==> src/rtl/uart_rx.sv <==
// uart_rx: oversampling UART receiver, 8N1 framing, LSB-first.
// Passes the serial line through a two-flop synchroniser, finds the start bit,
// takes each data bit at mid-bit and checks the stop bit. The received byte is
// held on a ready/acknowledge port, with framing and overrun reporting.
//
// Ports:
//   clock        in   system clock, rising edge
//   reset        in   asynchronous, active-high reset
//   RxIn         in   serial line, idle high, asynchronous to clock
//   RxAck        in   consumer acknowledge; clears RxReady
//   RxData       out  last correctly framed byte
//   RxReady      out  RxData holds an unacknowledged byte
//   FramingError out  last frame ended with a stop bit of 0
//   Overrun      out  sticky; a byte was overwritten before it was acknowledged
//   RxBusy       out  receiver is not idle
module uart_rx #(
    parameter int unsigned CLKS_PER_BIT = 16,
    parameter int unsigned DATA_BITS    = 8
) (
    input  logic                 clock,
    input  logic                 reset,
    input  logic                 RxIn,
    input  logic                 RxAck,
    output logic [DATA_BITS-1:0] RxData,
    output logic                 RxReady,
    output logic                 FramingError,
    output logic                 Overrun,
    output logic                 RxBusy
);

    localparam int unsigned HALF_BIT = CLKS_PER_BIT / 2;
    localparam int unsigned CNT_W    = (CLKS_PER_BIT > 1) ? $clog2(CLKS_PER_BIT) : 1;
    localparam int unsigned BIT_W    = (DATA_BITS > 1) ? $clog2(DATA_BITS) : 1;

    typedef enum logic [2:0] {
        S_IDLE,
        S_START,
        S_DATA,
        S_STOP,
        S_BREAK
    } state_t;

    state_t               state, state_n;
    logic [CNT_W-1:0]     clk_cnt, clk_cnt_n;
    logic [BIT_W-1:0]     bit_cnt, bit_cnt_n;
    logic [DATA_BITS-1:0] shift, shift_n;
    logic [DATA_BITS-1:0] data_n;
    logic                 ready_n, ferr_n, ovr_n, busy_n;
    logic                 sync1, rx_s;

    // Two-flop synchroniser; both flops reset to the idle (high) level.
    always_ff @(posedge clock or posedge reset) begin
        if (reset) begin
            sync1 <= 1'b1;
            rx_s  <= 1'b1;
        end else begin
            sync1 <= RxIn;
            rx_s  <= sync1;
        end
    end

    // State, counters and registered outputs.
    always_ff @(posedge clock or posedge reset) begin
        if (reset) begin
            state        <= S_IDLE;
            clk_cnt      <= '0;
            bit_cnt      <= '0;
            shift        <= '0;
            RxData       <= '0;
            RxReady      <= 1'b0;
            FramingError <= 1'b0;
            Overrun      <= 1'b0;
            RxBusy       <= 1'b0;
        end else begin
            state        <= state_n;
            clk_cnt      <= clk_cnt_n;
            bit_cnt      <= bit_cnt_n;
            shift        <= shift_n;
            RxData       <= data_n;
            RxReady      <= ready_n;
            FramingError <= ferr_n;
            Overrun      <= ovr_n;
            RxBusy       <= busy_n;
        end
    end

    // Next-state and output logic.
    always_comb begin
        state_n   = state;
        clk_cnt_n = clk_cnt;
        bit_cnt_n = bit_cnt;
        shift_n   = shift;
        data_n    = RxData;
        ready_n   = RxReady;
        ferr_n    = FramingError;
        ovr_n     = Overrun;

        // Acknowledge clears a pending byte; a load in the same cycle overrides it below.
        if (RxAck && RxReady) begin
            ready_n = 1'b0;
        end

        case (state)
            S_IDLE: begin
                clk_cnt_n = '0;
                bit_cnt_n = '0;
                if (!rx_s) begin
                    state_n = S_START;
                end
            end
            S_START: begin
                // Re-check the line at mid start bit to reject short glitches.
                if (clk_cnt == CNT_W'(HALF_BIT - 1)) begin
                    clk_cnt_n = '0;
                    state_n   = rx_s ? S_IDLE : S_DATA;
                end else begin
                    clk_cnt_n = clk_cnt + CNT_W'(1);
                end
            end
            S_DATA: begin
                if (clk_cnt == CNT_W'(CLKS_PER_BIT - 1)) begin
                    clk_cnt_n = '0;
                    shift_n   = {rx_s, shift[DATA_BITS-1:1]};
                    if (bit_cnt == BIT_W'(DATA_BITS - 1)) begin
                        bit_cnt_n = '0;
                        state_n   = S_STOP;
                    end else begin
                        bit_cnt_n = bit_cnt + BIT_W'(1);
                    end
                end else begin
                    clk_cnt_n = clk_cnt + CNT_W'(1);
                end
            end
            S_STOP: begin
                if (clk_cnt == CNT_W'(CLKS_PER_BIT - 1)) begin
                    clk_cnt_n = '0;
                    if (rx_s) begin
                        data_n  = shift;
                        ready_n = 1'b1;
                        ferr_n  = 1'b0;
                        if (RxReady && !RxAck) begin
                            ovr_n = 1'b1;
                        end
                        state_n = S_IDLE;
                    end else begin
                        ferr_n  = 1'b1;
                        state_n = S_BREAK;
                    end
                end else begin
                    clk_cnt_n = clk_cnt + CNT_W'(1);
                end
            end
            S_BREAK: begin
                // Hold off until the line returns high so a held-low line cannot retrigger.
                if (rx_s) begin
                    state_n = S_IDLE;
                end
            end
            default: begin
                state_n = S_IDLE;
            end
        endcase

        busy_n = (state_n != S_IDLE);
    end

endmodule

==> config.mk <==
export PLATFORM = sky130hd
export DESIGN_NAME = uart_rx
export DESIGN_NICKNAME = d
export VERILOG_FILES = /design/src/rtl/uart_rx.sv
export SDC_FILE = /design/constraint.sdc
export NUM_CORES = 1
export LEC_CHECK = 0
export CAP_MARGIN = 20
export CORE_MARGIN = 2
export CORE_UTILIZATION = 28
export CTS_CLUSTER_SIZE = 12
export DETAILED_ROUTE_END_ITERATION = 7
export DONT_BUFFER_PORTS = 1
export GPL_TIMING_DRIVEN = 0
export PLACE_DENSITY_LB_ADDON = 0.3
export SLEW_MARGIN = 15
export SYNTH_ARGS = -nofsm -noshare
export SYNTH_HDL_FRONTEND = slang
export SYNTH_SLANG_ARGS = --single-unit
==> constraint.sdc <==
create_clock -name clock -period 3.8 [get_ports clock]
set_input_delay 0.76 -clock clock [delete_from_list [all_inputs] [get_ports clock]]
set_output_delay 0.76 -clock clock [all_outputs]
set_load 0.02 [all_outputs]
==> results of run 1 <==
==> metrics by stage <==
| stage | cell area [um^2] | hold slack (ps) | setup slack (ps) |
|---|---|---|---|
| after global routing | 1700 | 369 | 1880 |
| after CTS | 1700 | 359 | 1950 |
| after global placement | 1560 | 348 | 2020 |
| after floorplan | 1470 | 345 | 2120 |
| after detailed placement | 1580 | 349 | 1960 |
| final | 1700 | 359 | 1950 |
==> Yosys cell counts, types with 2 or more instances <==
| cell type | count | area share |
|---|---|---|
| nor2_1 | 5 | 0.013 |
| mux2_2 | 2 | 0.015 |
| inv_1 | 7 | 0.018 |
| ha_1 | 3 | 0.026 |
| nand2_1 | 7 | 0.018 |
| dfrtp_1 | 30 | 0.51 |
| o21a_1 | 2 | 0.010 |
| buf_6 | 3 | 0.023 |
| mux2_4 | 17 | 0.17 |
| and3_1 | 2 | 0.0085 |
| o21ai_0 | 5 | 0.017 |
| dfstp_2 | 2 | 0.036 |
| a21oi_1 | 3 | 0.010 |
==> cell families after synthesis <==
family,share of synthesized area
AND/OR/NAND/NOR,0.0954
AO/OA/AOI/OAI,0.0937
buffers and inverters,0.0434
flip-flops,0.547
adder cells (fa/ha/maj),0.0256
XOR/XNOR,0.00596
multiplexers,0.189
==> flip-flops by register name, summed over array words and instances, names as in the netlist <==
| name | cells |
|---|---|
| RxData | 8 |
| shift | 8 |
| clk_cnt | 4 |
| bit_cnt | 3 |
| state | 3 |
| FramingError | 1 |
| Overrun | 1 |
| RxBusy | 1 |
| RxReady | 1 |
| rx_s | 1 |
| sync1 | 1 |
==> cell type report <==
class / instances / area, um^2
clock buffer: 5 / 68.8
sequential: 32 / 803
tap: 70 / 87.6
buffer: 4 / 37.5
clock inverter: 3 / 42.5
inverter: 7 / 26.3
multi-input combinational: 68 / 602
fill: 528 / 3380
timing repair buffer: 1 / 27.5
==> critical path: stages, from the launching register on <==
cell and delay (ps):
dfrtp_1 390, ha_1 230, nand3_1 180, or4_1 460, buf_6 180, mux2_4 300
==> worst paths after layout <==
path / endpoint / slack, ps
worst max-delay path: RxData[0]$_DFFE_PP0P_ / 1950
worst min-delay path: rx_s$_DFF_PP1_ / 360
worst max register to register: RxData[0]$_DFFE_PP0P_ / 1950
worst min register to register: rx_s$_DFF_PP1_ / 360
max in group asynchronous: bit_cnt[1]$_DFFE_PP0P_ / 2830
min in group asynchronous: RxBusy$_DFF_PP0_ / 460
==> cell usage in the layout, fill, tap and decap left out, drive strengths merged, types with 2 or more instances in the layout <==
master | synthesis | routed
clkbuf | 1 | 6
inv | 7 | 7
nor2 | 5 | 5
a21oi | 3 | 3
ha | 3 | 3
o21a | 2 | 2
o21ai | 5 | 5
mux2 | 19 | 19
nand2 | 8 | 8
buf | 3 | 4
dfrtp | 30 | 30
dfstp | 2 | 2
or3 | 2 | 2
and3 | 2 | 2
==> report_power, final <==
group / switching (W) / internal (W)
registers: 0.0000589 / 0.000387
clock network: 0.000127 / 0.000194
logic: 0.000100 / 0.0000877
total: 0.000286 / 0.000668
==> routing by layer <==
layer	up-vias	share of wire	track usage
met5	-	0	0
met4	0	0.024	0.0491
met3	7	0.051	0.0355
met2	25	0.46	0.153
met1	438	0.46	0.116
li1	411	-	-
==> flow_metrics.tcl, run 1 <==
set metrics [dict create \
    postRouteAntennaNets 0 \
    gp_congestion 0.778 \
    p_leak_nw 0.831 \
    cts-buffers-inserted 5 \
    dp_hpwl_um 1790 \
    track_usage 0.0970 \
    avgSynthCellArea_um2 13.2 \
    p_total_w 0.000954 \
    fp.dieArea_um2 5840 \
    io_pins 16 \
    critPathMaxFanout 10 \
    antenna_found_initial 0 \
    ir_drop_mv 0.331 \
    wire_per_inst_um 13.0 \
    grt_setup_unrepaired "no" \
    crit_path_start "clk_cnt[0]$_DFFE_PP0P_" \
    fp.dieH_um 76.4 \
    grt_pass1_wl_um 4370 \
    worstHoldPathType "flip-flop to flip-flop" \
    cts_hold_buf 0 \
    final_util 0.334 \
    htreeDepth 2 \
    vias 881 \
    fmax_mhz 540 \
    dr.pass1.iters 4 \
    route.detailed.drc 0 \
    ys_seq_area_frac 0.547 \
    clockBufferDepth 2 \
    finalClockSkew_ps 4.17 \
    ys_warn_count 0 \
    cts.sinks 32 \
    p_per_area_nw_per_um2 563 \
    overflow 0 \
    dp_cells 182 \
    fp.dieW_um 76.4 \
    synth_fp_nets 118 \
    postCtsSetupBuffers 0 \
    status "finished clean" \
    grt_pass1_vias 917 \
    area_growth_syn_to_layout_pct 15.4 \
    rr_startpoint "clk_cnt[0]$_DFFE_PP0P_" \
    rows 26 \
    slew_headroom 0.548 \
    synth_edf_count 0 \
    finalMaxSlewViolations 0 \
    cp.required_ps 3970 \
    nNetsFinal 126 \
    setup_violations 0 \
    antenna_cells 0 \
    grt_start_max_net_pins 18 \
    clkTransAtPathRegs_ps 70 \
    min_path_cells 0 \
    initial_core_util 0.289 \
    ys_ff_latch 32 \
    totalWireLength_um 2460 \
    drive_above_1_share 0.325 \
    ys.flop_type "dfrtp_1" \
    async_reset_ff_frac 1.00 \
    fin_crit_sh 0.487 \
    maxCapViolCount 0 \
    cts_resized 0 \
    hp-start "sync1$_DFF_PP1_" \
    finalHoldViolations 0 \
    criticalPathCategory "flip-flop to flip-flop" \
    clk_latency_ps 280 \
    critPathLaunchType "flip-flop" \
    synthDistinctLibCells 36 \
    drtIter0Drc 23 \
    finalCriticalPeriod_ps 1850 \
    synthesis.area_um2 1470 \
    worstMarginPinSlew_ps 677 \
    core_area_um2 5070 \
    vias_per_cell 4.64 \
    worstPathArrival_ps 2020 \
    cts_tree "built" \
    clockRootBuffer "clkbuf_8" \
    syn_inst 111 \
    cp-end-kind "flip-flop" \
    portBuffers 0 \
    fin_setup_tns_ps 0 \
    r2r_cells 5 \
    fin_cells 190 \
]
Note: power is estimated with default switching activity, not from simulation.
==> inputs of run 2 (changes only) <==
--- a/config.mk
+++ b/config.mk
@@ -5,6 +5,7 @@
 export SDC_FILE = /design/constraint.sdc
 export NUM_CORES = 1
 export LEC_CHECK = 0
+export ABC_AREA = 1
 export CAP_MARGIN = 20
 export CORE_MARGIN = 2
 export CORE_UTILIZATION = 28
==> constraint.sdc (replaced) <==
create_clock -name clock -period 1.7 [get_ports clock]
set_input_delay 0.34 -clock clock [delete_from_list [all_inputs] [get_ports clock]]
set_output_delay 0.34 -clock clock [all_outputs]
set_load 0.02 [all_outputs]
==> run 2 against run 1 <==
  * Clock power increased by 120%
  * Routed wire length rose by 3.7%
  * Flip-flop and latch count stayed put
  * Global-route usage rose by 0.41 points
  * Utilization shrank 0.70 points
  * Synthesized cell count up 34%
  * Total power increased by 120%
  * Die area down 1.2%
  * Critical path depth increased by 2
  * Largest power group unchanged
  * Cell count is 19% higher
  * Via count is 7.3% higher
  * Sequential power grew 120%
==> flow_metrics.tcl, run 2 <==
set metrics [dict create \
    status "finished clean" \
    maxCapViolCount 0 \
    vias_per_cell 4.16 \
    synthDistinctLibCells 22 \
    grt_pass1_wl_um 4560 \
    yosysTopAreaCell "dfrtp_1" \
    yosys.area.top_type_share 0.518 \
    clockBufferDepth 2 \
    cts-buffers-inserted 5 \
    fmax_mhz 675 \
    wire_per_inst_um 11.2 \
    cts_tree "built" \
    setup_violations 0 \
    overflow 0 \
    final_cell_mix "36 x nand2_1, 30 x dfrtp_1, 16 x inv_1" \
    finalMaxSlewViolations 0 \
    vias 945 \
    totalWireLength_um 2550 \
    htreeDepth 2 \
    core_area_um2 5040 \
    criticalPathCategory "flip-flop to flip-flop" \
    clkTransAtPathRegs_ps 70 \
    dp_hpwl_um 1800 \
    antenna_found_initial 0 \
    critPathMaxFanout 10 \
    antenna_cells 0 \
    top_regs "RxData (8), shift (8), clk_cnt (4)" \
    worstPathArrival_ps 1660 \
    clockRootBuffer "clkbuf_8" \
    cts_resized 0 \
    slowest_delay_ps 390 \
    cpMostUsedCell "nand2_1" \
    route.detailed.drc 0 \
    rr_startpoint "clk_cnt[0]$_DFFE_PP0P_" \
    fp.dieW_um 76.0 \
    final_common_cell "nand2_1" \
    postCtsSetupBuffers 0 \
    clk_latency_ps 290 \
    critPathLaunchType "flip-flop" \
    grt_start_max_net_pins 33 \
    dr.pass1.iters 4 \
    yosysMostFrequentCell "nand2_1" \
    crit_buf_inv 2 \
    holdWs_ps 33.6 \
    ir_drop_mv 0.414 \
    grt_pass1_vias 988 \
    worstMarginPinSlew_ps 674 \
    finalClockSkew_ps 5.13 \
    p_per_area_nw_per_um2 1270 \
    finalCriticalPeriod_ps 1480 \
    crit_chain "ha_1 > nand3_1 > inv_2 > nand3_4 > buf_6 > nand2_1 > nand2_1" \
    ys.flop_type "dfrtp_1" \
    gp_congestion 0.775 \
    drive_above_1_share 0.236 \
    cts.sinks 32 \
    fin_area_um2 1650 \
    ys_ff_latch 32 \
    area_growth_syn_to_layout_pct 13.7 \
    cp_top_family "simple AND/OR/NAND/NOR gates" \
    synth.cells.most_frequent "36 x nand2_1, 30 x dfrtp_1, 17 x inv_1, 15 x o21ai_2, 12 x nor2_1" \
    synthesis.area_um2 1450 \
    slowest_stage "dfrtp_1" \
    fp.dieH_um 76.0 \
    grt_setup_unrepaired "no" \
    fill_cells 532 \
    postRouteAntennaNets 0 \
    synthTopCellsByArea "dfrtp_1 52%, nand2_1 9.3%, o21ai_2 9.1%" \
    async_reset_ff_frac 1.00 \
    rows 26 \
    place_area_um2 1540 \
    syn_inst 149 \
    drtIter0Drc 41 \
    ys_warn_count 0 \
    crit_path_start "clk_cnt[0]$_DFFE_PP0P_" \
    p_leak_nw 0.795 \
    worstHoldPathType "primary input to asynchronous set/reset pin" \
    fin_crit_sh 0.872 \
    cts_hold_buf 0 \
    synth_edf_count 0 \
    fp.dieArea_um2 5770 \
    finalHoldViolations 0 \
    synth_fp_nets 156 \
    ys_seq_area_frac 0.554 \
    cp.required_ps 1880 \
    slew_headroom 0.550 \
    avgSynthCellArea_um2 9.73 \
    portBuffers 0 \
    initial_core_util 0.288 \
    cp-end-kind "flip-flop" \
    track_usage 0.101 \
    fin_setup_tns_ps 0 \
    io_pins 16 \
    nNetsFinal 163 \
]
run 2: logic make-up (layout without fill, tap and decap cells):
| kind of cell | Yosys count | count (layout) | synth area share |
|---|---|---|---|
| flip-flops | 32 | 32 | 0.554 |
| XOR/XNOR | 1 | 1 | 0.00604 |
| AO/OA/AOI/OAI | 24 | 24 | 0.123 |
| AND/OR/NAND/NOR | 67 | 67 | 0.219 |
| adder cells (fa/ha/maj) | 3 | 3 | 0.0259 |
| buffers and inverters | 21 | 29 | 0.0647 |
| multiplexers | 1 | 1 | 0.00690 |
run 2: path summary, 6_finish.rpt:
kind	to	slack, ps	cells after the start
max in group asynchronous	clk_cnt[2]$_DFFE_PP0P_	1230	1
max reg2reg	RxData[0]$_DFFE_PP0P_	220	7
min in group clock	sync1$_DFF_PP1_	50	0
min reg2reg	rx_s$_DFF_PP1_	360	0
max	RxData[0]$_DFFE_PP0P_	220	7
min	RxData[3]$_DFFE_PP0P_	30	1
run 2: layout make-up:
cell class	instances	area, um^2	area share
clock buffer	5	68.8	0.0417
tap	70	87.6	0.0531
inverter	19	71.3	0.0432
sequential	32	803	0.487
buffer	2	22.5	0.0137
clock inverter	3	42.5	0.0258
multi-input combinational	96	553	0.335
run 2: metal layers:
metal  part of all wire  GRT usage
met5                  0          0
met4              0.022     0.0600
met3              0.045     0.0321
met2               0.44      0.150
met1               0.49      0.129
run 2: stage by stage:
step / utilization / total power (W) / cells / setup WS [ps]
after floorplan: - / 0.00131 / 149 / 384
after global placement: 0.305 / 0.00139 / 219 / 192
after detailed placement: 0.305 / 0.00140 / 219 / 204
after CTS: 0.327 / 0.00214 / 227 / 193
after global routing: 0.327 / 0.00226 / 227 / 72.4
final: 0.327 / 0.00209 / 227 / 218
run 2: power by group:
| part | internal (W) | switching [W] | leakage, nW |
|---|---|---|---|
| Combinational | 0.000148 | 0.000236 | 0.314 |
| Clock | 0.000433 | 0.000288 | 0.0541 |
| Sequential | 0.000863 | 0.000126 | 0.426 |
run 2: worst reg2reg max path, cell delays in order, from the launching register on:
cell     delay, ps
dfrtp_1        390
ha_1           220
nand3_1        170
inv_2          160
nand3_4        140
buf_6          190
nand2_1         60
nand2_1         50
==> inputs of run 3 (changes only) <==
--- a/config.mk
+++ b/config.mk
@@ -7,13 +7,14 @@
 export LEC_CHECK = 0
 export ABC_AREA = 1
 export CAP_MARGIN = 20
-export CORE_MARGIN = 2
+export CORE_ASPECT_RATIO = 0.9
 export CORE_UTILIZATION = 28
 export CTS_CLUSTER_SIZE = 12
 export DETAILED_ROUTE_END_ITERATION = 7
 export DONT_BUFFER_PORTS = 1
 export GPL_TIMING_DRIVEN = 0
 export PLACE_DENSITY_LB_ADDON = 0.3
+export REMOVE_ABC_BUFFERS = 1
 export SLEW_MARGIN = 15
 export SYNTH_ARGS = -nofsm -noshare
 export SYNTH_HDL_FRONTEND = slang
==> run 3 against run 2 <==
  * Worst hold slack got worse by 7.9 ps
  * Routed wire length fell by 3.5%
  * Utilization rose by 0.43 points
  * Count of clock-buffer cells in the layout rose by 1
  * Register-to-register slack got worse by 70 ps
  * Flip-flop and latch count did not move
  * Critical path depth rose by 1
  * Via count rose by 0.63%
  * Critical path type unchanged
  * Critical endpoint is now bit_cnt[0]$_DFFE_PP0P_
==> flow_metrics.tcl, run 3 (synthesized netlist as in run 2, its figures left out) <==
set metrics [dict create \
    dr.pass1.iters 4 \
    p_leak_nw 0.791 \
    cpMostUsedCell "nand2_1" \
    worstPathArrival_ps 1720 \
    grt_pass1_wl_um 4420 \
    postRouteAntennaNets 0 \
    cp-end-kind "flip-flop" \
    clockRootBuffer "clkbuf_8" \
    nNetsFinal 162 \
    finalMaxSlewViolations 0 \
    fp.dieW_um 77.9 \
    worstMarginPinSlew_ps 615 \
    rows 24 \
    fin_crit_sh 0.915 \
    fp.dieArea_um2 5470 \
    dp_hpwl_um 1810 \
    drive_above_1_share 0.231 \
    core_area_um2 4920 \
    area_growth_syn_to_layout_pct 12.5 \
    grt_setup_unrepaired "no" \
    critPathMaxFanout 18 \
    antenna_cells 0 \
    io_pins 16 \
    slowest_delay_ps 390 \
    worstHoldPathType "primary input to asynchronous set/reset pin" \
    finalHoldViolations 0 \
    critPathLaunchType "flip-flop" \
    drtIter0Drc 49 \
    cts-buffers-inserted 5 \
    clk_latency_ps 270 \
    cp.depth 8 \
    criticalPathCategory "flip-flop to flip-flop" \
    gp_congestion 0.824 \
    status "finished clean" \
    seq_area_um2 803 \
    slowest_stage "dfrtp_1" \
    vias 951 \
    ir_drop_mv 0.384 \
    p_per_area_nw_per_um2 1210 \
    grt_start_max_net_pins 20 \
    final_common_cell "nand2_1" \
    crit_chain "ha_2 > nand3_1 > inv_2 > nand2_4 > nand2_2 > inv_1 > nand2_1 > nand2_1" \
    wire_per_inst_um 11.1 \
    maxCapViolCount 0 \
    vias_per_cell 4.30 \
    final_cell_mix "36 x nand2_1, 30 x dfrtp_1, 17 x inv_1" \
    r2r_cells 8 \
    totalWireLength_um 2460 \
    route.detailed.drc 0 \
    cp.required_ps 1860 \
    initial_core_util 0.294 \
    cts.sinks 32 \
    finalClockSkew_ps 4.35 \
    fin_setup_tns_ps 0 \
    clockBufferDepth 2 \
    grt_pass1_vias 1004 \
    setup_violations 0 \
    fill_cells 527 \
    crit_buf_inv 2 \
    htreeDepth 2 \
    post-place-ws_ps 129 \
    multiInputGateArea_um2 556 \
    cts_tree "built" \
    cts_hold_buf 0 \
    finalCriticalPeriod_ps 1560 \
    antenna_found_initial 0 \
    top_regs "RxData (8), shift (8), clk_cnt (4)" \
    clkTransAtPathRegs_ps 60 \
    overflow 0 \
    fp.dieH_um 70.3 \
    fmax_mhz 643 \
    portBuffers 0 \
    slew_headroom 0.590 \
    final.setup.worst_slack_ps 144 \
    cp_top_family "simple AND/OR/NAND/NOR gates" \
    track_usage 0.105 \
]
-- run 3: metal layers --
metal / part of all wire / GRT usage
met1: 0.49 / 0.131
met2: 0.45 / 0.157
met3: 0.049 / 0.0392
met4: 0.014 / 0.0566
met5: 0 / 0
-- run 3: path summary, 6_finish.rpt --
check	from	to	slack, ps
max	clk_cnt[0]$_DFFE_PP0P_	bit_cnt[0]$_DFFE_PP0P_	140
min	reset	RxData[6]$_DFFE_PP0P_	30
max reg2reg	clk_cnt[0]$_DFFE_PP0P_	bit_cnt[0]$_DFFE_PP0P_	140
min reg2reg	sync1$_DFF_PP1_	rx_s$_DFF_PP1_	360
max in group asynchronous	reset	RxData[1]$_DFFE_PP0P_	1170
min in group clock	RxIn	sync1$_DFF_PP1_	60
-- run 3: cell type report --
type,instances,share of cell area
Clock buffer,6,0.0506
Inverter,19,0.0437
Sequential cell,32,0.492
Timing Repair Buffer,1,0.0169
Clock inverter,2,0.00613
Multi-Input combinational cell,96,0.340
Tap cell,65,0.0498
-- run 3: through the flow --
stage	instance area [um^2]	utilization	total power (W)	hold WS (ps)	std cells
2_1_floorplan	1430	-	0.00131	344	147
3_3_place_gp	1510	0.306	0.00138	345	212
3_5_place_dp	1540	0.312	0.00141	345	213
4_1_cts	1630	0.331	0.00201	45.4	221
5_1_grt	1630	0.331	0.00213	41.7	221
6_report	1630	0.331	0.00198	25.7	221
-- run 3: worst register-to-register path: stages (launching register included) --
cell	delay, ps
dfrtp_1	390
ha_2	220
nand3_1	160
inv_2	160
nand2_4	170
nand2_2	150
inv_1	80
nand2_1	60
nand2_1	50
-- run 3: repair_timing --
item,CTS,global route
gates resized for setup,0,1
setup buffers,0,0
endpoints found under the setup margin,0,2
-- run 3: where the power goes --
| group | internal [W] | total, W | switching, W | leakage (nW) |
|---|---|---|---|---|
| combinational | 0.000158 | 0.000407 | 0.000249 | 0.314 |
| sequential | 0.000863 | 0.000991 | 0.000128 | 0.426 |
| clock | 0.000322 | 0.000583 | 0.000261 | 0.0510 |
